$ cat src/rtl/note_uart_tx.sv
`default_nettype none
// ============================================================================
// note_uart_tx : byte-FIFO-fronted UART transmitter (8N1, or 8E1 when
//                NOTE_UART_PARITY_EN is defined), LSB first, idle-high line.
// Revision     : 1.0
// ============================================================================
module note_uart_tx #(
    parameter int CLK_HZ     = 25_000_000,
    parameter int BAUD       = 9600,
    parameter int FIFO_DEPTH = 4
) (
    input  logic       clk,
    input  logic       reset,
    input  logic [7:0] tx_data,
    input  logic       tx_start,
    output logic       tx,
    output logic       busy,
    output logic       fifo_full,
    output logic       overflow
);

    localparam int DIV   = CLK_HZ / BAUD;
    localparam int CW    = (DIV > 1) ? $clog2(DIV) : 1;
    localparam int AW    = (FIFO_DEPTH > 1) ? $clog2(FIFO_DEPTH) : 1;
    localparam int CNT_W = AW + 1;

    localparam logic [CW-1:0]    DIV_LAST = CW'(DIV - 1);
    localparam logic [CNT_W-1:0] DEPTH_C  = CNT_W'(FIFO_DEPTH);

    generate
        if (DIV < 2) begin : g_div_check
            $error("note_uart_tx: CLK_HZ / BAUD must be at least 2");
        end
        if ((FIFO_DEPTH < 2) || ((FIFO_DEPTH & (FIFO_DEPTH - 1)) != 0)) begin : g_depth_check
            $error("note_uart_tx: FIFO_DEPTH must be a power of two >= 2");
        end
    endgenerate

    typedef enum logic [2:0] {
        IDLE   = 3'd0,
        START  = 3'd1,
        DATA   = 3'd2,
`ifdef NOTE_UART_PARITY_EN
        PARITY = 3'd3,
`endif
        STOP   = 3'd4
    } state_t;

    state_t           state, state_next;
    logic [CW-1:0]    baud_cnt, baud_next;
    logic [2:0]       bit_cnt, bit_next;
    logic [7:0]       shift, shift_next;
    logic             tx_next;
    logic             baud_done;
    logic             pop;
    logic             push;

    logic [7:0]       fifo_mem [FIFO_DEPTH];
    logic [AW-1:0]    wr_ptr;
    logic [AW-1:0]    rd_ptr;
    logic [CNT_W-1:0] count;

`ifdef NOTE_UART_PARITY_EN
    logic             parity_bit, parity_next;
`endif

    // Fullness is judged on the registered count, so a strobe that meets a
    // full FIFO is dropped even when the FSM frees a slot on the same edge.
    assign fifo_full = (count == DEPTH_C);
    assign push      = tx_start & ~fifo_full;
    assign busy      = (state != IDLE) | (count != '0);

    always_ff @(posedge clk or posedge reset) begin
        if (reset) begin
            wr_ptr   <= '0;
            rd_ptr   <= '0;
            count    <= '0;
            overflow <= 1'b0;
        end else begin
            if (push) wr_ptr <= wr_ptr + 1'b1;
            if (pop)  rd_ptr <= rd_ptr + 1'b1;
            if (push && !pop)      count <= count + 1'b1;
            else if (pop && !push) count <= count - 1'b1;
            if (tx_start && fifo_full) overflow <= 1'b1;
        end
    end

    always_ff @(posedge clk) begin
        if (push) fifo_mem[wr_ptr] <= tx_data;
    end

    always_ff @(posedge clk or posedge reset) begin
        if (reset) begin
            state    <= IDLE;
            baud_cnt <= '0;
            bit_cnt  <= '0;
            shift    <= '0;
            tx       <= 1'b1;
`ifdef NOTE_UART_PARITY_EN
            parity_bit <= 1'b0;
`endif
        end else begin
            state    <= state_next;
            baud_cnt <= baud_next;
            bit_cnt  <= bit_next;
            shift    <= shift_next;
            tx       <= tx_next;
`ifdef NOTE_UART_PARITY_EN
            parity_bit <= parity_next;
`endif
        end
    end

    always_comb begin
        state_next = state;
        baud_next  = baud_cnt;
        bit_next   = bit_cnt;
        shift_next = shift;
        pop        = 1'b0;
        tx_next    = 1'b1;
        baud_done  = (baud_cnt == DIV_LAST);
`ifdef NOTE_UART_PARITY_EN
        parity_next = parity_bit;
`endif

        case (state)
            IDLE: begin
                if (count != '0) pop = 1'b1;
            end
            START: begin
                if (baud_done) begin
                    baud_next  = '0;
                    bit_next   = '0;
                    state_next = DATA;
                end else begin
                    baud_next = baud_cnt + 1'b1;
                end
            end
            DATA: begin
                if (baud_done) begin
                    baud_next  = '0;
                    shift_next = {1'b0, shift[7:1]};
                    if (bit_cnt == 3'd7) begin
`ifdef NOTE_UART_PARITY_EN
                        state_next = PARITY;
`else
                        state_next = STOP;
`endif
                    end else begin
                        bit_next = bit_cnt + 1'b1;
                    end
                end else begin
                    baud_next = baud_cnt + 1'b1;
                end
            end
`ifdef NOTE_UART_PARITY_EN
            PARITY: begin
                if (baud_done) begin
                    baud_next  = '0;
                    state_next = STOP;
                end else begin
                    baud_next = baud_cnt + 1'b1;
                end
            end
`endif
            STOP: begin
                if (baud_done) begin
                    baud_next = '0;
                    // Chain straight into the next start bit when work is queued.
                    if (count != '0) pop = 1'b1;
                    else             state_next = IDLE;
                end else begin
                    baud_next = baud_cnt + 1'b1;
                end
            end
            default: begin
                state_next = IDLE;
                baud_next  = '0;
            end
        endcase

        if (pop) begin
            shift_next = fifo_mem[rd_ptr];
            baud_next  = '0;
            state_next = START;
`ifdef NOTE_UART_PARITY_EN
            parity_next = ^fifo_mem[rd_ptr];
`endif
        end

        // The line is registered, so drive it from where the FSM is heading.
        case (state_next)
            START:   tx_next = 1'b0;
            DATA:    tx_next = shift_next[0];
`ifdef NOTE_UART_PARITY_EN
            PARITY:  tx_next = parity_next;
`endif
            default: tx_next = 1'b1;
        endcase
    end

endmodule
`default_nettype wire

$ cat config.mk
export PLATFORM = sky130hd
export DESIGN_NAME = note_uart_tx
export DESIGN_NICKNAME = d
export VERILOG_FILES = /design/src/rtl/note_uart_tx.sv
export SDC_FILE = /design/constraint.sdc
export NUM_CORES = 1
export LEC_CHECK = 0
export CORE_MARGIN = 2
export CORE_UTILIZATION = 25
export DETAILED_ROUTE_END_ITERATION = 10
export GPL_TIMING_DRIVEN = 0
export REMOVE_ABC_BUFFERS = 1
export SLEW_MARGIN = 10
export SYNTH_ARGS = -nofsm -noshare
export SYNTH_HDL_FRONTEND = slang
export SYNTH_SLANG_ARGS = --single-unit
$ cat constraint.sdc
create_clock -name clk -period 3.99 [get_ports clk]
set_clock_uncertainty 0.05 [all_clocks]
set_input_delay 0.798 -clock clk [delete_from_list [all_inputs] [get_ports clk]]
set_output_delay 0.798 -clock clk [all_outputs]
set_load 0.01 [all_outputs]
==> reports/summary.txt <==
First-pass GRT wire length: 9270 µm
Global-route usage over all layers: 0.0906
Share of cells above drive strength 1: 0.212
IO Port Bufs: 14
Status: completed
Worst slew margin: 0.235
Vias per cell: 4.47
Initial antenna violation count: 0
Total negative slack: 0 ns
Crit path max-delay family: simple AND/OR/NAND/NOR gates
Cell count after synthesis: 221
Max-Cap Viols: 0
Hold-fix buffers, CTS: 0
FFs w/ async S/R, synth: 0.522
# nets final: 256
P_int: 0.00173 W
Hold Path Class: reg -> reg
Vias: 1735
Yosys warns: 0
Reg-to-reg slack, setup: 0.41 ns
Top achievable clock speed: 0.279 GHz
Clock share of power: 0.332
Area leader, netlist: edfxtp_1
Utilization after layout: 0.306
Worst-path fanout max: 12
Leak: 1.38 nW
PwrDens: 660 mW/mm²
CTS Root Cell: clkbuf_16
WL met3: 128 µm
Diode count: 0
FILL cells: 1211
Clk pin slew, worst setup/hold paths: 0.06 ns
Slew @ Worst Pin: 1.14 ns
Commonest non-fill, non-tap cells in the layout: 34 x dfrtp_1, 32 x edfxtp_1, 14 x clkdlybuf4s50_1
Crit path DAT: 3.74 ns
Met1 WL: 2610 µm
CP max stage cell: a2111o_1
Post-Syn Area: 0.00308 mm²
CORE AREA: 0.0120 mm²
Comb pwr share: 0.226
Worst path required time: 4.15 ns
Largest net degree at the start of global routing: 36
Post-CTS sizing: 0
Startpoint class of the critical path: register
Maximum VDD drop: 0.283 mV
Hold Path Sink: overflow
Reg-to-reg startpoint: baud_cnt[0]
Vias in the first global route: 1812
Crit path kind: reg -> reg
Sequential share of the synthesized area: 0.596
Layout Area Growth over Synthesis: 19.0%
Fin crit share: 0.897
Post-CTS setup buffer count: 0
Post-synth top area share: 0.312
FF-to-FF End: count[1]
Commonest non-fill, non-tap cell in the layout: dfrtp_1
Initial Util: 0.257
Insertion delay of the later-clocked pin in the worst-skew pair: 0.33 ns
Initial DRC count: 44
Core Rows: 40
Path depth of the worst reg2reg path: 8
Die H: 115 µm
Drt drc: 0
Die area: 0.0132 mm²
Synthesized flop and latch total: 67
CTS buffer count: 9
Net switching power figure: 0.000699 W
Top_reg_cell synth: dfrtp_1
Critical Path, Cell by Cell: ha_1 > or3b_2 > or3_1 > a2111o_1 > ha_1 > inv_1 > fa_1 > mux2_2
Router iterations before antenna repair: 4
Hold Crit Depth: 1
RePlAce Congestion: 0.751
CTS Buffer Depth: 2
Antenna viol nets, final: 0
Slew Limit Fails: 0
Hold Crit Start: overflow
Seq pwr share: 0.441
Synth unique cells: 46
Crit. End Element: register
IO Count: 15
RSZ-0062 raised after global routing: no
Worst Path Buf+Inv: 1
EDFF count, synth: 32
Die width: 115 µm
Final setup viols: 0
Tmin final: 3.58 ns
Synth area leaders: edfxtp_1 31%, dfrtp_1 28%, mux4_2 5.8%
Top sig layer: met4
Detailed Place HPWL: 3420 µm
Crit-path max cell delay: 0.73 ns
Clock sink total: 67
H-Tree Level Count: 3
Grt ovf: 0
Switching portion of total power: 0.288
Most numerous cell on the critical path: ha_1
Met2 wire length: 2510 µm
Per-cell routed wire length: 13.7 µm
CTS tree: yes
Mapped Avg Cell Area: 14.0 µm²
Drt total wl: 5320 µm
Final hold violations: 0
-- synth_stat cells, types with 2 or more instances --
cell	number
a211oi_1	4
a21o_1	2
a21oi_1	9
and2_0	2
and2_1	4
clkbuf_1	7
dfrtp_1	34
edfxtp_1	32
ha_1	8
inv_1	11
mux2_2	11
mux2_4	6
mux2i_1	2
mux4_2	8
nand2_1	11
nand2b_1	2
nand3_1	3
nand3b_1	2
nand4_1	2
nor2_1	10
nor2b_1	2
nor3_1	3
nor3b_1	2
o21ai_0	4
or3_1	4
or3b_2	4
xnor2_1	11
xor2_1	3
-- registers in the layout, indices dropped and copies added, names as in the netlist --
register	cells
wr_ptr	2
state	3
overflow	1
count	3
shift	8
baud_cnt	12
fifo_mem	32
bit_cnt	3
rd_ptr	2
tx	1
-- per-layer routing --
| layer | up-vias | GRT usage |
|---|---|---|
| li1 | 834 | - |
| met5 | - | 0 |
| met4 | 0 | 0.0386 |
| met1 | 874 | 0.120 |
| met3 | 6 | 0.0274 |
| met2 | 21 | 0.138 |
-- area by class of cell --
type                       instances  area (µm²)  area share
inverter                          11        41.3      0.0112
multi-input combinational        133        1160       0.316
clock inverter                     7        83.8      0.0228
sequential                        67        1840       0.501
tap                              147         184      0.0501
clock buffer                       9         225      0.0613
timing repair buffer              14         140      0.0382
-- per-stage QoR --
step                setup WS [ns]  instance area (µm²)  cells  hold slack [ns]  total power [W]
detailed placement          0.388                 3360    372            0.397          0.00164
floorplan                   0.701                 3040    211            0.406          0.00147
global placement            0.430                 3360    372            0.393          0.00161
finish                      0.410                 3670    388            0.403          0.00242
CTS                         0.353                 3670    388            0.409          0.00246
global route                0.207                 3670    388            0.432          0.00257
-- power by group through the flow --
| stage | Combinational, W | Sequential, W | Clock [W] |
|---|---|---|---|
| 2_1_floorplan | 0.000432 | 0.00104 | 0 |
| 3_3_place_gp | 0.000535 | 0.00107 | 0 |
| 3_5_place_dp | 0.000556 | 0.00108 | 0 |
| 4_1_cts | 0.000560 | 0.00107 | 0.000828 |
| 5_1_grt | 0.000614 | 0.00110 | 0.000852 |
| 6_report | 0.000549 | 0.00107 | 0.000806 |
-- logic make-up (layout without fill, tap and decap cells) --
family	count (synthesis)	in the layout	synth area share
fa+ha+maj	9	9	0.0389
mux	27	27	0.134
compound gates	25	25	0.0531
buf+inv	21	41	0.0284
flops	67	67	0.596
xor+xnor	14	14	0.0398
simple gates	58	58	0.110
-- worst max path at each step --
stage | from | to | slack (ns) | cells after the start
after floorplan | baud_cnt[0] | count[1] | 0.70 | 8
after global placement | baud_cnt[0] | count[1] | 0.43 | 8
after detailed placement | baud_cnt[0] | count[1] | 0.39 | 8
after CTS | baud_cnt[0] | count[1] | 0.35 | 8
after global routing | baud_cnt[0] | count[1] | 0.21 | 8
final | baud_cnt[0] | count[1] | 0.41 | 8
(Power assumes the default switching activity.)
